<file path="config.mk">
export PLATFORM = sky130hd
export DESIGN_NAME = fsm_input_arbiter
export DESIGN_NICKNAME = d
export VERILOG_FILES = /design/src/rtl/fsm_input_arbiter.sv
export SDC_FILE = /design/constraint.sdc
export NUM_CORES = 1
export LEC_CHECK = 0
export ABC_AREA = 1
export ABC_CLOCK_PERIOD_IN_PS = 1500
export BUFFER_PORTS_ARGS = -buffer_cell sky130_fd_sc_hd__buf_2
export CORE_MARGIN = 5
export CORE_UTILIZATION = 45
export DETAILED_ROUTE_END_ITERATION = 6
export GPL_TIMING_DRIVEN = 0
export PLACE_DENSITY = 0.72
export SLEW_MARGIN = 20
export SYNTH_ARGS = -nofsm -noshare
export SYNTH_HDL_FRONTEND = slang
export SYNTH_SLANG_ARGS = --single-unit
</file>
<file path="constraint.sdc">
create_clock -name clk -period 1.5 [get_ports clk]
set_input_delay 0.225 -clock clk [delete_from_list [all_inputs] [get_ports clk]]
set_output_delay 0.225 -clock clk [all_outputs]
set_load 0.1 [all_outputs]
</file>
<file path="src/rtl/fsm_input_arbiter.sv">
// Round-robin arbiter that feeds one of three symbol streams into a downstream symbol FSM.
// Optional burst timeout is enabled by defining FSM_ARB_TIMEOUT_EN.
module fsm_input_arbiter #(
    parameter int unsigned MAX_BURST = 8
) (
    input  logic       clk,
    input  logic       reset_n,
    input  logic [2:0] req_valid,
    input  logic [5:0] req_sym,
    input  logic [2:0] req_last,
    output logic [2:0] req_ready,
    output logic       sym_valid,
    output logic [1:0] sym,
    output logic       fsm_restart,
    output logic [1:0] grant_id,
    output logic       busy
);

    typedef enum logic [1:0] {
        IDLE  = 2'd0,
        START = 2'd1,
        BURST = 2'd2
    } state_t;

    state_t     state, state_next;
    logic [1:0] rr_ptr, rr_next, grant_next;
    logic [1:0] cand0, cand1, cand2, pick;
    logic       found;
    logic       own_valid, own_last, transfer, limit;
    logic [1:0] own_sym;

    function automatic logic [1:0] next_id(input logic [1:0] id);
        return (id == 2'd2) ? 2'd0 : id + 2'd1;
    endfunction

    function automatic logic bit_of(input logic [2:0] vec, input logic [1:0] id);
        case (id)
            2'd1:    return vec[1];
            2'd2:    return vec[2];
            default: return vec[0];
        endcase
    endfunction

    // Search order rr_ptr, rr_ptr+1, rr_ptr+2 (mod 3); first valid requester wins.
    always_comb begin
        cand0 = rr_ptr;
        cand1 = next_id(cand0);
        cand2 = next_id(cand1);
        found = 1'b1;
        pick  = cand0;
        if (bit_of(req_valid, cand0)) begin
            pick = cand0;
        end else if (bit_of(req_valid, cand1)) begin
            pick = cand1;
        end else if (bit_of(req_valid, cand2)) begin
            pick = cand2;
        end else begin
            found = 1'b0;
        end
    end

    always_comb begin
        own_valid = bit_of(req_valid, grant_id);
        own_last  = bit_of(req_last, grant_id);
        case (grant_id)
            2'd1:    own_sym = req_sym[3:2];
            2'd2:    own_sym = req_sym[5:4];
            default: own_sym = req_sym[1:0];
        endcase
    end

    assign transfer  = (state == BURST) && own_valid;
    assign req_ready = (state == BURST) ? (3'b001 << grant_id) : 3'b000;
    assign busy      = (state == START) || (state == BURST);

`ifdef FSM_ARB_TIMEOUT_EN
    logic [3:0] beat_cnt;

    // limit marks the transfer that would be the MAX_BURST-th beat of this grant.
    assign limit = (beat_cnt == 4'(MAX_BURST - 1));

    always_ff @(posedge clk or negedge reset_n) begin
        if (!reset_n) begin
            beat_cnt <= 4'd0;
        end else if (state == START) begin
            beat_cnt <= 4'd0;
        end else if (transfer) begin
            beat_cnt <= beat_cnt + 4'd1;
        end
    end
`else
    logic [3:0] unused_max_burst;

    assign unused_max_burst = 4'(MAX_BURST);
    assign limit            = 1'b0;
`endif

    always_comb begin
        state_next = state;
        rr_next    = rr_ptr;
        grant_next = grant_id;
        case (state)
            IDLE: begin
                if (found) begin
                    grant_next = pick;
                    state_next = START;
                end
            end
            START: state_next = BURST;
            BURST: begin
                if (transfer && (own_last || limit)) begin
                    state_next = IDLE;
                    rr_next    = next_id(grant_id);
                end
            end
            default: state_next = IDLE;
        endcase
    end

    always_ff @(posedge clk or negedge reset_n) begin
        if (!reset_n) begin
            state <= IDLE;
        end else begin
            state <= state_next;
        end
    end

    // Restart pulse lines up with the START cycle; symbols trail their transfer by one edge.
    always_ff @(posedge clk or negedge reset_n) begin
        if (!reset_n) begin
            rr_ptr      <= 2'd0;
            grant_id    <= 2'd0;
            fsm_restart <= 1'b0;
            sym_valid   <= 1'b0;
            sym         <= 2'b00;
        end else begin
            rr_ptr      <= rr_next;
            grant_id    <= grant_next;
            fsm_restart <= (state == IDLE) && found;
            sym_valid   <= transfer;
            if (transfer) begin
                sym <= own_sym;
            end
        end
    end

endmodule

</file>
# Word-level counts from Yosys, hierarchy flattened
# Cells that the tools add are included.
# word_totals
register_bits	10
latchBits	0
mem_bits_rw	0
mem_bits_ro	0
inputBits	14
output_inout_bits	10
elab_cells	52
n_memories	0
# classes
add_sub_neg	3
multipliers	0
n_div	0
order_cmp	0
n_eq_ne	12
n_shift	1
mux	22
bitwise_logic	0
reduce_logical	8
# ops
cell	n
$mux 2	8
$eq 2x1->1 const B	5
$eq 2x2->1 const B	5
$pmux 1 s2	5
$add 2x1->2 const B	3
$mux 1	6
$pmux 2 s3	1
$reduce_and 2->1	3
$pmux 2 s2	1
$logic_and 1x1->1	3
$mux 3	1
$shl 1x2->3 const A	1
$logic_not 2->1	1
$ne 2x1->1 const B	1
$ne 2x2->1 const B	1
$logic_or 1x1->1	1

# Logic depth before layout (Yosys ltp)
# logic_depth
word_depth	13
mapped_depth	11
ltp_nobuf	11

# Worst setup path before layout
# No wires, ideal clock.
# synth_timing
kind	reg2reg
startpoint	register grant_id[1]
endpoint	register state[0]
setup_ps	116
arrival_time_ps	2135
t_required_ps	1384
setup_slack_ps	-751
stages_incl_launch_ff	9
n_path_buf	0
synth_period_minus_slack_ps	2251
cell_sequence	dfrtp_1 -> inv_1 -> ha_1 -> o21ai_0 -> nand2_4 -> nand2_2 -> nand2_2 -> nand2_1 -> nand2_1
# synth_between
elab_chain_cells	6
elab_cells_between_ends	8
cone_classes	eq/ne (3); mux (2); reduce/logical (3)
# synth_rtl
element	line	text
from (decl)	15	output logic [1:0] grant_id,
from (signal assigned)	138	grant_id <= grant_next;
$eq 2x2->1 / $eq 2x1->1 (equally long branches)	37	case (id)
$pmux 1 s2	37	
$logic_and 1x1->1	72	assign transfer = (state == BURST) && own_valid;
$logic_and 1x1->1 *	111	if (transfer && (own_last || limit)) begin
$ne 2x1->1 (no source line) *	--	
$reduce_and 2->1 (no source line) *	--	
to (signal assigned)	124	state <= state_next;
to (decl)	25	state_t state, state_next;
# Every way passes the cells marked *; elsewhere a longest branch is shown, timed or not.
# A chain may end at the register's enable or synchronous reset.

# Worst setup path in the final report
# layout_timing
startpoint	register grant_id[0]
endpoint	register state[1]
# layout_between
elab_chain_cells	6
elab_cells_between_ends	8
cone_classes	eq/ne (3); mux (2); reduce/logical (3)
# layout_rtl
element	line	text
$eq 2x2->1 / $eq 2x1->1 (equally long branches)	37	
$pmux 1 s2 *	37	
$logic_and 1x1->1 *	72	
via transfer	29	logic own_valid, own_last, transfer, limit;
$logic_and 1x1->1 *	111	
$ne 2x1->1 (no source line) *	--	
$reduce_and 2->1 (no source line) *	--	
# The timed path passes the listed nets; every way through them passes the cells marked *.

==> flow_summary.ini <==
[place]
portBuffers = 23
gp_congestion = 0.731
dp_hpwl_um = 1470
pre_cts_slack_ns = -0.163

[synth]
postSynthAreaPerCell_um2 = 7.06
synth_seq_cells = 10
synth_nets = 141
synth_area_um2 = 812
synth_cells = 115
yosysWarnings = 0
yosysSeqAreaShare = 0.308
synth_cell_types = 16

[critical_path]
r2r_slack_ns = -0.13
rr_startpoint = grant_id[0]
end_kind = register
r2r_cells = 10
critPathKind = register to register
critPathLaunch = grant_id[0]
path_max_fanout = 5
crit_required_ns = 1.71
cp-start-kind = register
r2r-end = state[1]
worst_ep_arrival_time_ns = 1.83

[final_layout]
area_delta_synth_final_pct = 72.3
drive_above_1_share = 0.544
diodes = 0
final_nets = 187

[grt]
grt-ovfl-total = 0
grt_pass1_vias = 857
gr-usage-all-layers = 0.179
grt_max_degree = 11
antenna_found_initial = 0
grt_pass1_wl_um = 3640

[clocking]
htree_levels = 1
clk_latency_ns = 0.26
cts_sinks = 10
cts_tree = yes
cts_made_buffers = 3
clkSlewWorstSetupHoldPaths_ns = 0.07
clockRootBuffer = clkbuf_4
cts_max_path_buffers = 2

[die]
die_area_mm2 = 0.00275
boundaryPins = 24
initial_core_util = 0.470
chipWidth_um = 52.5
coreArea_mm2 = 0.00173
die_y_um = 52.5
rows = 15

[detailed_routing]
m1WireLength_um = 1070
top_layer = met4
wl_per_cell_um = 14.5
drc = 0
drt_wl_total_um = 2680
drt_pre_antenna_iters = 4
initialDrtViolationCount = 16
final_antenna_net_count = 0
vias_per_cell = 4.91
wl_met3_um = 125
met2RoutedLength_um = 1450
dr_total_vias = 909

[sta]
final.min_clock_period_ns = 1.63
worst_pin_slew_ns = 0.502
final_max_slew_viol_count = 0
fin_skew_ns = 0.00548
setup_slack_ns = -0.128
setup_viol = 9
rsz0062_at_grt = true
fin_crit_sh = 1.09
hold_viol_final = 0
slew_headroom = 0.668
max_freq_mhz = 614

[hold_path]
min_to = sym[0]
hold_path_class = input pin to register
whs_path_depth = 3
hp-start = req_sym[0]

[outcome]
run_status = finished, violations left
violations = setup timing

[flow_run]
maxCapViolCount = 0
## worst max-delay path, stage by stage (launching register included)
cell and delay [ns]:
dfrtp_4 0.52, inv_4 0.10, ha_4 0.23, o21a_4 0.21, nand2_4 0.08, inv_4 0.05
nand2_4 0.10, nand2_4 0.08, nand2_2 0.08, nand2_1 0.05, nand2_1 0.06
## flip-flops by register name (all words and copies together), names as in the netlist
| register | count |
|---|---|
| cand0 | 2 |
| sym | 2 |
| fsm_restart | 1 |
| sym_valid | 1 |
| state | 2 |
| grant_id | 2 |
## worst max-delay path by stage
stage / to / depth (start not counted) / slack, ns
after floorplan: state[1] / 9 / -0.13
after global placement: grant_id[1] / 9 / -0.13
after detailed placement: grant_id[1] / 9 / -0.16
after CTS: req_ready[2] / 5 / -0.05
after global routing: state[0] / 10 / -0.18
final: state[1] / 10 / -0.13
## cell usage in the layout (no fill, tap or decap), types with 3 or more instances in the layout
master / synthesis / final
nand3_2: 1 / 3
dfrtp_1: 10 / 8
inv_2: 1 / 3
ha_4: 0 / 7
buf_2: 0 / 17
buf_12: 0 / 4
nor2_1: 8 / 6
nand3_1: 8 / 6
nand2_2: 5 / 7
clkinvlp_4: 0 / 3
o21ai_0: 7 / 3
inv_1: 15 / 6
nand2_4: 1 / 6
buf_4: 0 / 17
clkbuf_4: 0 / 5
inv_4: 0 / 3
nand2_1: 40 / 33
ha_1: 12 / 4
## kinds of logic (layout without fill, tap and decap cells)
kind of cell / count (synthesis) / after routing / synth area share
AO/OA/AOI/OAI: 10 / 10 / 0.0663
buffers and inverters: 16 / 61 / 0.0740
adder cells (fa/ha/maj): 12 / 12 / 0.185
AND/OR/NAND/NOR: 67 / 67 / 0.367
flip-flops: 10 / 10 / 0.308
## Yosys cell counts (all sizes together)
library cell  instances  share of area
a21oi                 2          0.012
dfrtp                10           0.31
ha                   12           0.18
inv                  16          0.074
nand2                46           0.24
nand3                 9          0.062
nand4                 1         0.0077
nor2                  9          0.045
o21a                  1          0.011
o21ai                 7          0.043
or2                   2          0.015
## cell type report
class	instances	area [um2]
fill	110	328
timing repair buffer	41	318
inverter	16	83.8
sequential	10	258
clock buffer	4	36.3
tap	25	31.3
multi-input combinational	89	672
## what timing repair did
action,in CTS,in global routing
setup buffers,12,5
gates resized for setup,37,19
pin swaps,10,8
hold endpoints to repair,10,0
endpoints found under the setup margin,10,14
hold buffers,1,0
## per-layer routing
metal  vias to the layer above  track usage
li1                        447            -
met1                       424        0.199
met2                        33        0.341
met3                         5       0.0256
met4                         0       0.0596
met5                         -            0
## per-stage QoR
| stage | TNS [ns] | instance area (um2) | util | std cells | hold slack (ns) |
|---|---|---|---|---|---|
| 5_1_grt | -1.35 | 1400 | 0.810 | 185 | 0.333 |
| 4_1_cts | -0.178 | 1290 | 0.749 | 180 | 0.284 |
| 6_report | -0.707 | 1400 | 0.810 | 185 | 0.277 |
| 2_1_floorplan | -0.745 | 863 | - | 115 | -0.0706 |
| 3_5_place_dp | -0.910 | 1010 | 0.585 | 163 | 0.0875 |
| 3_3_place_gp | -0.776 | 1010 | 0.585 | 163 | 0.0902 |
Power is left out: the tool's default activity adds up to more than one toggle a clock period on the data nets, which glitch-free logic cannot reach.
